[src/rtl/tdc_pkg.sv]
`default_nettype none
// +----------------------------------------------------------------------------+
// | Package     : tdc_pkg                                                      |
// | Description : Shared constants for the TDC event buffer: default field     |
// |               widths, field offsets inside the packed event word, and a    |
// |               helper that returns the event word width.                    |
// | Revision    : 1.0  initial release                                         |
// +----------------------------------------------------------------------------+
package tdc_pkg;

  localparam int DEF_FINE_W   = 5;
  localparam int DEF_COARSE_W = 4;

  // Event word packing, MSB to LSB: {timestamp, coarse, fine}
  localparam int FINE_LSB   = 0;
  localparam int COARSE_LSB = DEF_FINE_W;
  localparam int TS_LSB     = DEF_FINE_W + DEF_COARSE_W;

  function automatic int event_w(input int ts_w);
    return ts_w + DEF_COARSE_W + DEF_FINE_W;
  endfunction

endpackage
`default_nettype wire

[src/rtl/tdc_sync_fifo.sv]
`default_nettype none
// +----------------------------------------------------------------------------+
// | Module      : tdc_sync_fifo                                                |
// | Description : Generic single-clock FIFO with registered read data, a       |
// |               one-cycle read-valid pulse and registered level/full/empty.  |
// |               A write while full is accepted only if a read is accepted in |
// |               the same cycle. No fall-through.                             |
// | Ports       : clk, rst_n      clock, async active-low reset                |
// |               i_wr_en/i_wr_data   write request and data                   |
// |               i_rd_en             read request                             |
// |               o_rd_data/o_rd_valid  read data (held) and valid pulse       |
// |               o_empty/o_full/o_level  occupancy status                     |
// | Revision    : 1.0  initial release                                         |
// +----------------------------------------------------------------------------+
module tdc_sync_fifo #(
  parameter int WIDTH = 25,
  parameter int DEPTH = 16,
  localparam int AW   = $clog2(DEPTH),
  localparam int LW   = AW + 1
) (
  input  logic             clk,
  input  logic             rst_n,
  input  logic             i_wr_en,
  input  logic [WIDTH-1:0] i_wr_data,
  input  logic             i_rd_en,
  output logic [WIDTH-1:0] o_rd_data,
  output logic             o_rd_valid,
  output logic             o_empty,
  output logic             o_full,
  output logic [LW-1:0]    o_level
);

  localparam logic [LW-1:0] c_DEPTH = LW'(DEPTH);

  logic [WIDTH-1:0] r_mem [DEPTH];
  logic [AW-1:0]    r_wr_ptr;
  logic [AW-1:0]    r_rd_ptr;
  logic [LW-1:0]    r_level;
  logic             r_empty;
  logic             r_full;
  logic [WIDTH-1:0] r_rd_data;
  logic             r_rd_valid;

  logic             w_rd_acc;
  logic             w_wr_acc;
  logic [LW-1:0]    w_level_nxt;

  // A read frees a slot in the same edge, so a full FIFO can still take a write
  // when a read is accepted alongside it.
  assign w_rd_acc = i_rd_en & ~r_empty;
  assign w_wr_acc = i_wr_en & (~r_full | w_rd_acc);

  always_comb begin
    w_level_nxt = r_level;
    case ({w_wr_acc, w_rd_acc})
      2'b10:   w_level_nxt = r_level + LW'(1);
      2'b01:   w_level_nxt = r_level - LW'(1);
      default: w_level_nxt = r_level;
    endcase
  end

  // Storage has no reset; contents are meaningless until written. When full,
  // wr_ptr == rd_ptr and the read picks up the old word before it is replaced.
  always_ff @(posedge clk) begin
    if (w_wr_acc) begin
      r_mem[r_wr_ptr] <= i_wr_data;
    end
  end

  always_ff @(posedge clk or negedge rst_n) begin
    if (!rst_n) begin
      r_wr_ptr   <= '0;
      r_rd_ptr   <= '0;
      r_level    <= '0;
      r_empty    <= 1'b1;
      r_full     <= 1'b0;
      r_rd_data  <= '0;
      r_rd_valid <= 1'b0;
    end else begin
      r_rd_valid <= w_rd_acc;
      if (w_wr_acc) begin
        r_wr_ptr <= r_wr_ptr + AW'(1);
      end
      if (w_rd_acc) begin
        r_rd_ptr  <= r_rd_ptr + AW'(1);
        r_rd_data <= r_mem[r_rd_ptr];
      end
      r_level <= w_level_nxt;
      r_empty <= (w_level_nxt == '0);
      r_full  <= (w_level_nxt == c_DEPTH);
    end
  end

  assign o_rd_data  = r_rd_data;
  assign o_rd_valid = r_rd_valid;
  assign o_empty    = r_empty;
  assign o_full     = r_full;
  assign o_level    = r_level;

endmodule
`default_nettype wire

[src/rtl/tdc_event_buffer.sv]
`default_nettype none
// +----------------------------------------------------------------------------+
// | Module      : tdc_event_buffer                                             |
// | Description : Timestamps each TDC measurement with a free-running cycle    |
// |               counter, packs {timestamp, coarse, fine} into a FIFO and     |
// |               counts measurements dropped while the FIFO is full.          |
// | Ports       : clk, rst_n                 clock, async active-low reset     |
// |               i_tdc_valid/i_bin_out/i_out_count  TDC measurement           |
// |               i_rd_en, o_dout, o_dout_valid      readout side              |
// |               o_empty/o_full/o_level             FIFO status               |
// |               o_lost_cnt, i_clr_lost              saturating drop counter  |
// |               o_ts_wrap                           timestamp wrap pulse     |
// | Revision    : 1.0  initial release                                         |
// +----------------------------------------------------------------------------+
module tdc_event_buffer
  import tdc_pkg::*;
#(
  parameter int FINE_W   = DEF_FINE_W,
  parameter int COARSE_W = DEF_COARSE_W,
  parameter int TS_W     = 16,
  parameter int DEPTH    = 16,
  parameter int LOST_W   = 8,
  localparam int EW      = TS_W + COARSE_W + FINE_W,
  localparam int LW      = $clog2(DEPTH) + 1
) (
  input  logic                clk,
  input  logic                rst_n,
  input  logic                i_tdc_valid,
  input  logic [FINE_W-1:0]   i_bin_out,
  input  logic [COARSE_W-1:0] i_out_count,
  input  logic                i_rd_en,
  output logic [EW-1:0]       o_dout,
  output logic                o_dout_valid,
  output logic                o_empty,
  output logic                o_full,
  output logic [LW-1:0]       o_level,
  output logic [LOST_W-1:0]   o_lost_cnt,
  input  logic                i_clr_lost,
  output logic                o_ts_wrap
);

  localparam logic [LOST_W-1:0] c_LOST_MAX = '1;

  logic [TS_W-1:0]   r_ts;
  logic              r_ts_wrap;
  logic [LOST_W-1:0] r_lost_cnt;

  logic [EW-1:0]     w_word;
  logic              w_empty;
  logic              w_full;
  logic              w_drop;

  assign w_word = {r_ts, i_out_count, i_bin_out};

  // Same acceptance rule as the FIFO: a strobe is lost only when full and no
  // read is taken in the same cycle.
  assign w_drop = i_tdc_valid & w_full & ~(i_rd_en & ~w_empty);

  tdc_sync_fifo #(
    .WIDTH (EW),
    .DEPTH (DEPTH)
  ) u_fifo (
    .clk        (clk),
    .rst_n      (rst_n),
    .i_wr_en    (i_tdc_valid),
    .i_wr_data  (w_word),
    .i_rd_en    (i_rd_en),
    .o_rd_data  (o_dout),
    .o_rd_valid (o_dout_valid),
    .o_empty    (w_empty),
    .o_full     (w_full),
    .o_level    (o_level)
  );

  // The wrap flag is registered from the all-ones value, so it is high in the
  // cycle where the counter reads 0 after wrapping, never right out of reset.
  always_ff @(posedge clk or negedge rst_n) begin
    if (!rst_n) begin
      r_ts      <= '0;
      r_ts_wrap <= 1'b0;
    end else begin
      r_ts      <= r_ts + TS_W'(1);
      r_ts_wrap <= (r_ts == '1);
    end
  end

  // A clear coinciding with a drop keeps that drop: the count restarts at 1.
  always_ff @(posedge clk or negedge rst_n) begin
    if (!rst_n) begin
      r_lost_cnt <= '0;
    end else if (i_clr_lost) begin
      r_lost_cnt <= w_drop ? LOST_W'(1) : '0;
    end else if (w_drop && (r_lost_cnt != c_LOST_MAX)) begin
      r_lost_cnt <= r_lost_cnt + LOST_W'(1);
    end
  end

  assign o_empty    = w_empty;
  assign o_full     = w_full;
  assign o_lost_cnt = r_lost_cnt;
  assign o_ts_wrap  = r_ts_wrap;

endmodule
`default_nettype wire

[config.mk]
export PLATFORM = sky130hd
export DESIGN_NAME = tdc_event_buffer
export DESIGN_NICKNAME = d
export VERILOG_FILES = /design/src/rtl/tdc_pkg.sv /design/src/rtl/tdc_sync_fifo.sv /design/src/rtl/tdc_event_buffer.sv
export SDC_FILE = /design/constraint.sdc
export NUM_CORES = 1
export LEC_CHECK = 0
export BUFFER_PORTS_ARGS = -buffer_cell sky130_fd_sc_hd__buf_4
export CAP_MARGIN = 20
export CORE_UTILIZATION = 35
export CTS_BUF_LIST = sky130_fd_sc_hd__clkbuf_8
export CTS_CLUSTER_DIAMETER = 30
export DETAILED_ROUTE_END_ITERATION = 10
export PLACE_DENSITY = 0.48
export SYNTH_ARGS = -nofsm -noshare
export SYNTH_HDL_FRONTEND = slang
export SYNTH_SLANG_ARGS = --single-unit
export TNS_END_PERCENT = 100
[constraint.sdc]
create_clock -name clk -period 8.53 [get_ports clk]
set_input_delay 1.706 -clock clk [delete_from_list [all_inputs] [get_ports clk]]
set_output_delay 1.706 -clock clk [all_outputs]
set_load 0.01 [all_outputs]
Yosys cells after proc, flatten, opt, wreduce, memory -nomap -nowiden
Memory sizes are Yosys's and may differ from the RTL's. A register that Yosys moved wholly into a read port is not among the register bits.
Cells that the tools add are included.
Word-level totals
  register bits: 41
  latch bits: 0
  memory bits (writable): 400
  bits in read-only memories: 0
  input port bits: 14
  output and inout port bits: 42
  word-level logic and storage cells: 39
  memories: 1
Memory list
  u_fifo.r_mem: depth 16, width 25, rd ports 1, clocked after memory_dff 1, write ports 1, line tdc_sync_fifo.sv:35  | logic [WIDTH-1:0] r_mem [DEPTH];
Operators by class
  add/subtract/negate cells: 6
  multiply operators: 0
  divide/modulo/power cells: 0
  order comparisons: 0
  eq/ne operators: 5
  shift-type cells: 0
  muxes and demuxes: 6
  bitwise gates (word level): 8
  reduce and logical (&&, ||, !) cells: 4
Operators with widths (number)
  16-bit by 1-bit adder with 16-bit output (second input constant): 1
  16-bit == test (second input constant): 1
  8-bit two-way mux: 2
  5-bit one-hot mux with 2 select lines: 1
  4-bit by 1-bit adder with 4-bit output (second input constant): 2
  8-bit by 1-bit adder with 8-bit output (second input constant): 1
  8-bit inequality test (second input constant): 1
  5-bit by 1-bit adder with 5-bit output (second input constant): 1
  5-bit == test (second input constant): 1
  5-bit zero test: 1
  5-bit by 1-bit subtractor with 5-bit output (second input constant): 1
  1-bit AND: 4
  1-bit two-way mux: 3
  1-bit NOT: 3
  2-bit by 1-bit == test with 1-bit output (second input constant): 1
  2-bit == test (second input constant): 1
  2-bit nonzero test: 1
  1-bit logical AND: 1
  1-bit zero test: 1
  1-bit OR: 1

Longest topological paths before layout
  word-level depth: 7
  gate-level depth with buffers: 12
  depth with buffers taken out: 11

By module
From an unflattened synthesis, not the netlist that was laid out.
Second synthesis, totals
  cell total of the unflattened synthesis: 1127
  area total of the unflattened synthesis: 18696.7 um^2
By module, submodules not included
  tdc_sync_fifo: instances 1, cells each 1023, area an instance 17548.1 um^2, sequential area each 13038.8 um^2
  tdc_event_buffer: instances 1, cells each 104, area an instance 1148.6 um^2, sequential area each 625.6 um^2

Worst setup path after synthesis
Ideal clock, no wire load.
  path type: input port to flip-flop
  start: in i_rd_en
  end: mem u_fifo.r_mem[3][0] (enable)
  setup time: 438 ps
  data arrival time: 4325 ps
  required time: 8092 ps
  slack: 3767 ps
  cell stages on the path: 5
  path buffers: 1
  path through: nand2b_1 clkbuf_1 a21boi_1 nand2_1 nor3_1
On the way
  longest elaborated chain between the ends: 5
RTL lines
  start, declared: line tdc_event_buffer.sv:31  | input logic i_rd_en,
  1-bit AND: line tdc_sync_fifo.sv:50  | assign w_rd_acc = i_rd_en & ~r_empty;
  1-bit OR: line tdc_sync_fifo.sv:51  | assign w_wr_acc = i_wr_en & (~r_full | w_rd_acc);
  1-bit AND: line tdc_sync_fifo.sv:51
  1-bit two-way mux: line tdc_sync_fifo.sv:65  | if (w_wr_acc) begin
  1-bit two-way mux (not written as such): line tdc_sync_fifo.sv:66  | r_mem[r_wr_ptr] <= i_wr_data;
  end, declared: line tdc_sync_fifo.sv:35
No other way between the ends.

Worst setup path after layout
  start: in i_rd_en
  end: reg u_fifo.r_full, in the netlist u_fifo.o_full
On the way
  longest elaborated chain between the ends: 6
  elaborated cells between the ends (all ways): 7
  classes of those cells: eq/ne (3); mux (1); bitwise (3)
RTL lines
  1-bit AND *: line tdc_sync_fifo.sv:50
  1-bit OR: line tdc_sync_fifo.sv:51
  1-bit AND: line tdc_sync_fifo.sv:51
  2-bit by 1-bit == test with 1-bit output / 2-bit == test (equally long branches): line tdc_sync_fifo.sv:55  | case ({w_wr_acc, w_rd_acc})
  5-bit one-hot mux with 2 select lines *: line tdc_sync_fifo.sv:55
  5-bit == test *: line tdc_sync_fifo.sv:90  | r_full <= (w_level_nxt == c_DEPTH);
  end signal, assigned: line tdc_sync_fifo.sv:90
  end, declared: line tdc_sync_fifo.sv:40  | logic r_full;
Every way passes the cells marked *; elsewhere a longest branch is shown, timed or not.
A chain may end at the register's enable or synchronous reset.

==> flow_metrics.tcl <==
set metrics [dict create \
    nets 1177 \
    drtIter0Drc 550 \
    grt_pass1_vias 10080 \
    die_area_um2 53270 \
    tightestPinTransition_ps 1057 \
    synth_edf_count 400 \
    final_common_cell "edfxtp_1" \
    die_height_um 230.8 \
    antenna_found_initial 0 \
    drive_gt1_share_pct 27.19 \
    min_period_ps 3777 \
    cts_made_buffers 106 \
    gp_congestion 0.7410 \
    slew_headroom_pct 29.33 \
    worstSkewPairLatency_ps 690 \
    worstPathCellList "buf_4 > nand2b_1 > a21boi_1 > inv_1 > ha_1 > xor2_1 > ha_1 > a21oi_1 > mux2i_1 > xnor2_1 > nand2_1 > nor3b_1" \
    synth_ff_type "edfxtp_1" \
    gr-usage-met1_pct 22.11 \
    grt_pass1_wl_um 65270 \
    cts_resized 0 \
    setup_viol_count_final 0 \
    slowest_stage "a21boi_1" \
    core_um2 51510 \
    startpoint_type "input port" \
    p_leak_uw 0.007596 \
    ys.warnings.count 0 \
    fmax_mhz 264.7 \
    ant_nets 0 \
    timing.final.ws_setup_ps 4753 \
    seq_area_frac_synth_pct 74.58 \
    syn_nets 1045 \
    cp.required_ps 9110 \
    ios 56 \
    place_ws_ps 4047 \
    num_rows 83 \
    yosys.area.top_type_share_pct 65.56 \
    die_w_um 230.8 \
    remaining_drc_errors 0 \
    diodes 0 \
    cp_slowest_stage_delay_ps 680 \
    multi_input_area_um2 4378 \
    post-route-period-util_pct 44.28 \
    finalSetupTns_ps 0 \
    seq_area_um2 13670 \
    total_power_uw 7654 \
    final_cell_mix "400 x edfxtp_1, 111 x clkbuf_8, 84 x mux2i_1" \
    ir_worst_vdd_uv 230.3 \
    synthCells 1021 \
    post-dp-hpwl_um 24770 \
    grt_max_degree 57 \
    instances_no_fill 1927 \
    cts_max_level 3 \
    rsz0062_at_grt "false" \
    grt_util_met2_pct 27.67 \
    clk_pin_slew_worst_paths_ps 50 \
    gr-max-usage-layer "met2" \
    critPathMaxFanout 9 \
    holdCritPathClass "reg2reg" \
    drv_slew 0 \
    vias_per_cell 4.906 \
    outcome "completed" \
    overflow 0 \
    start_util_pct 35.57 \
    synthArstFlopShare_pct 14.16 \
    ys_ff_latch 466 \
    cts_hold_buf 0 \
    path_buf_inv 2 \
    synth_area_per_cell_um2 17.95 \
    areaGrowthSynthToFinish_pct 19.95 \
    wire_per_inst_um 22.51 \
    cp-end-kind "flip-flop" \
    ys_top_cells_by_area "edfxtp_1 66%, dfrtp_1 8.9%, mux4_2 6.1%" \
    yosys.area.top_type "edfxtp_1" \
    skew_ps 43.79 \
    wl_um 43390 \
    io_buffers 55 \
    cp_top_family "compound AO/OA/AOI/OAI gates" \
    hold_violations 0 \
    synth_cell_types 47 \
    dp.cells 1725 \
    drtPass1Iterations 5 \
    drv_cap 0 \
    met3_usage_pct 3.681 \
    cts_tree "built" \
    clock_path_buffers 3 \
    cellPowerDensity_nw_per_um2 348.3 \
    fillers 4630 \
    synthesis.area_um2 18320 \
    crit_arrival_ps 4360 \
    postCtsSetupBuffers 0 \
    cp_common_cell "ha_1" \
    critPathKind "in2reg" \
    grt_usage_pct 16.84 \
    placed_area_um2 19540 \
    cts-root-buf "clkbuf_8" \
    cts_sinks 466 \
    stdcell_area_um2 21980 \
    vias 9454 \
]
[metal layers]
metal	vias to the layer above	routed length (um)
li1	4340	-
met1	4869	19280
met2	181	21630
met3	64	1668
met4	0	806
met5	-	0
[cell usage after synthesis, drive strengths merged, types with 2 or more instances]
| library cell | number |
|---|---|
| inv | 9 |
| xnor2 | 23 |
| nand2b | 5 |
| ha | 10 |
| a22oi | 7 |
| and3 | 2 |
| xor2 | 7 |
| o21ai | 5 |
| a22o | 17 |
| nand3 | 11 |
| edfxtp | 400 |
| mux2i | 84 |
| clkbuf | 24 |
| nor3b | 3 |
| dfrtp | 65 |
| nor2 | 61 |
| a2111oi | 17 |
| a31oi | 9 |
| a211oi | 24 |
| nor3 | 10 |
| mux4 | 50 |
| nor2b | 28 |
| a21oi | 54 |
| nand4 | 6 |
| nand2 | 24 |
| or3 | 2 |
| mux2 | 19 |
| buf | 32 |
[through the flow]
stage                     hold WS, ps  util (%)
after floorplan                 543.0         -
after global placement          521.8     37.93
after detailed placement        522.9     37.93
after CTS                       533.8     42.67
after global routing            568.5     42.67
final                           522.7     42.67
[state kept, by name, summed over array words and instances (netlist names)]
signal / cells
u_fifo.o_empty: 1
u_fifo.o_rd_valid: 1
u_fifo.o_level: 5
u_fifo.r_mem: 400
u_fifo.r_wr_ptr: 4
u_fifo.o_full: 1
r_ts: 16
u_fifo.o_rd_data: 25
u_fifo.r_rd_ptr: 4
o_ts_wrap: 1
o_lost_cnt: 8
[cell families (layout without fill, tap and decap cells)]
kind of cell / count (synthesis) / count (layout) / share of synthesized area, %
flops: 466 / 466 / 74.58
simple gates: 157 / 157 / 4.125
mux: 153 / 153 / 11.90
compound gates: 140 / 140 / 5.115
buf+inv: 65 / 291 / 2.165
xor+xnor: 30 / 30 / 1.434
fa+ha+maj: 10 / 10 / 0.6829
[report_power, final]
part | switching (uW) | leakage (uW) | internal (uW)
clock network | 1070 | 0.00127 | 1750
logic | 1070 | 0.00191 | 785
registers | 222 | 0.00442 | 2760
total | 2360 | 0.00760 | 5290
[cell type report]
type | instances | area share (%)
Timing Repair Buffer | 80 | 2.733
Sequential cell | 466 | 62.21
Inverter | 9 | 0.1537
Multi-Input combinational cell | 490 | 19.92
Clock inverter | 91 | 4.162
Clock buffer | 111 | 6.951
Tap cell | 680 | 3.871
[final timing paths]
path | startpoint | to | slack [ps] | cells past startpoint
min reg2reg | u_fifo.o_level[4] | u_fifo.o_level[4] | 520 | 1
min in group asynchronous | rst_n | u_fifo.o_rd_data[6] | 910 | 1
max | i_rd_en | u_fifo.o_full | 4750 | 12
min | u_fifo.o_level[4] | u_fifo.o_level[4] | 520 | 1
max reg2reg | u_fifo.r_rd_ptr[0] | u_fifo.o_rd_data[15] | 4990 | 6
max in group asynchronous | rst_n | u_fifo.o_rd_data[8] | 6520 | 2
Power figures use the tool's default switching activity.
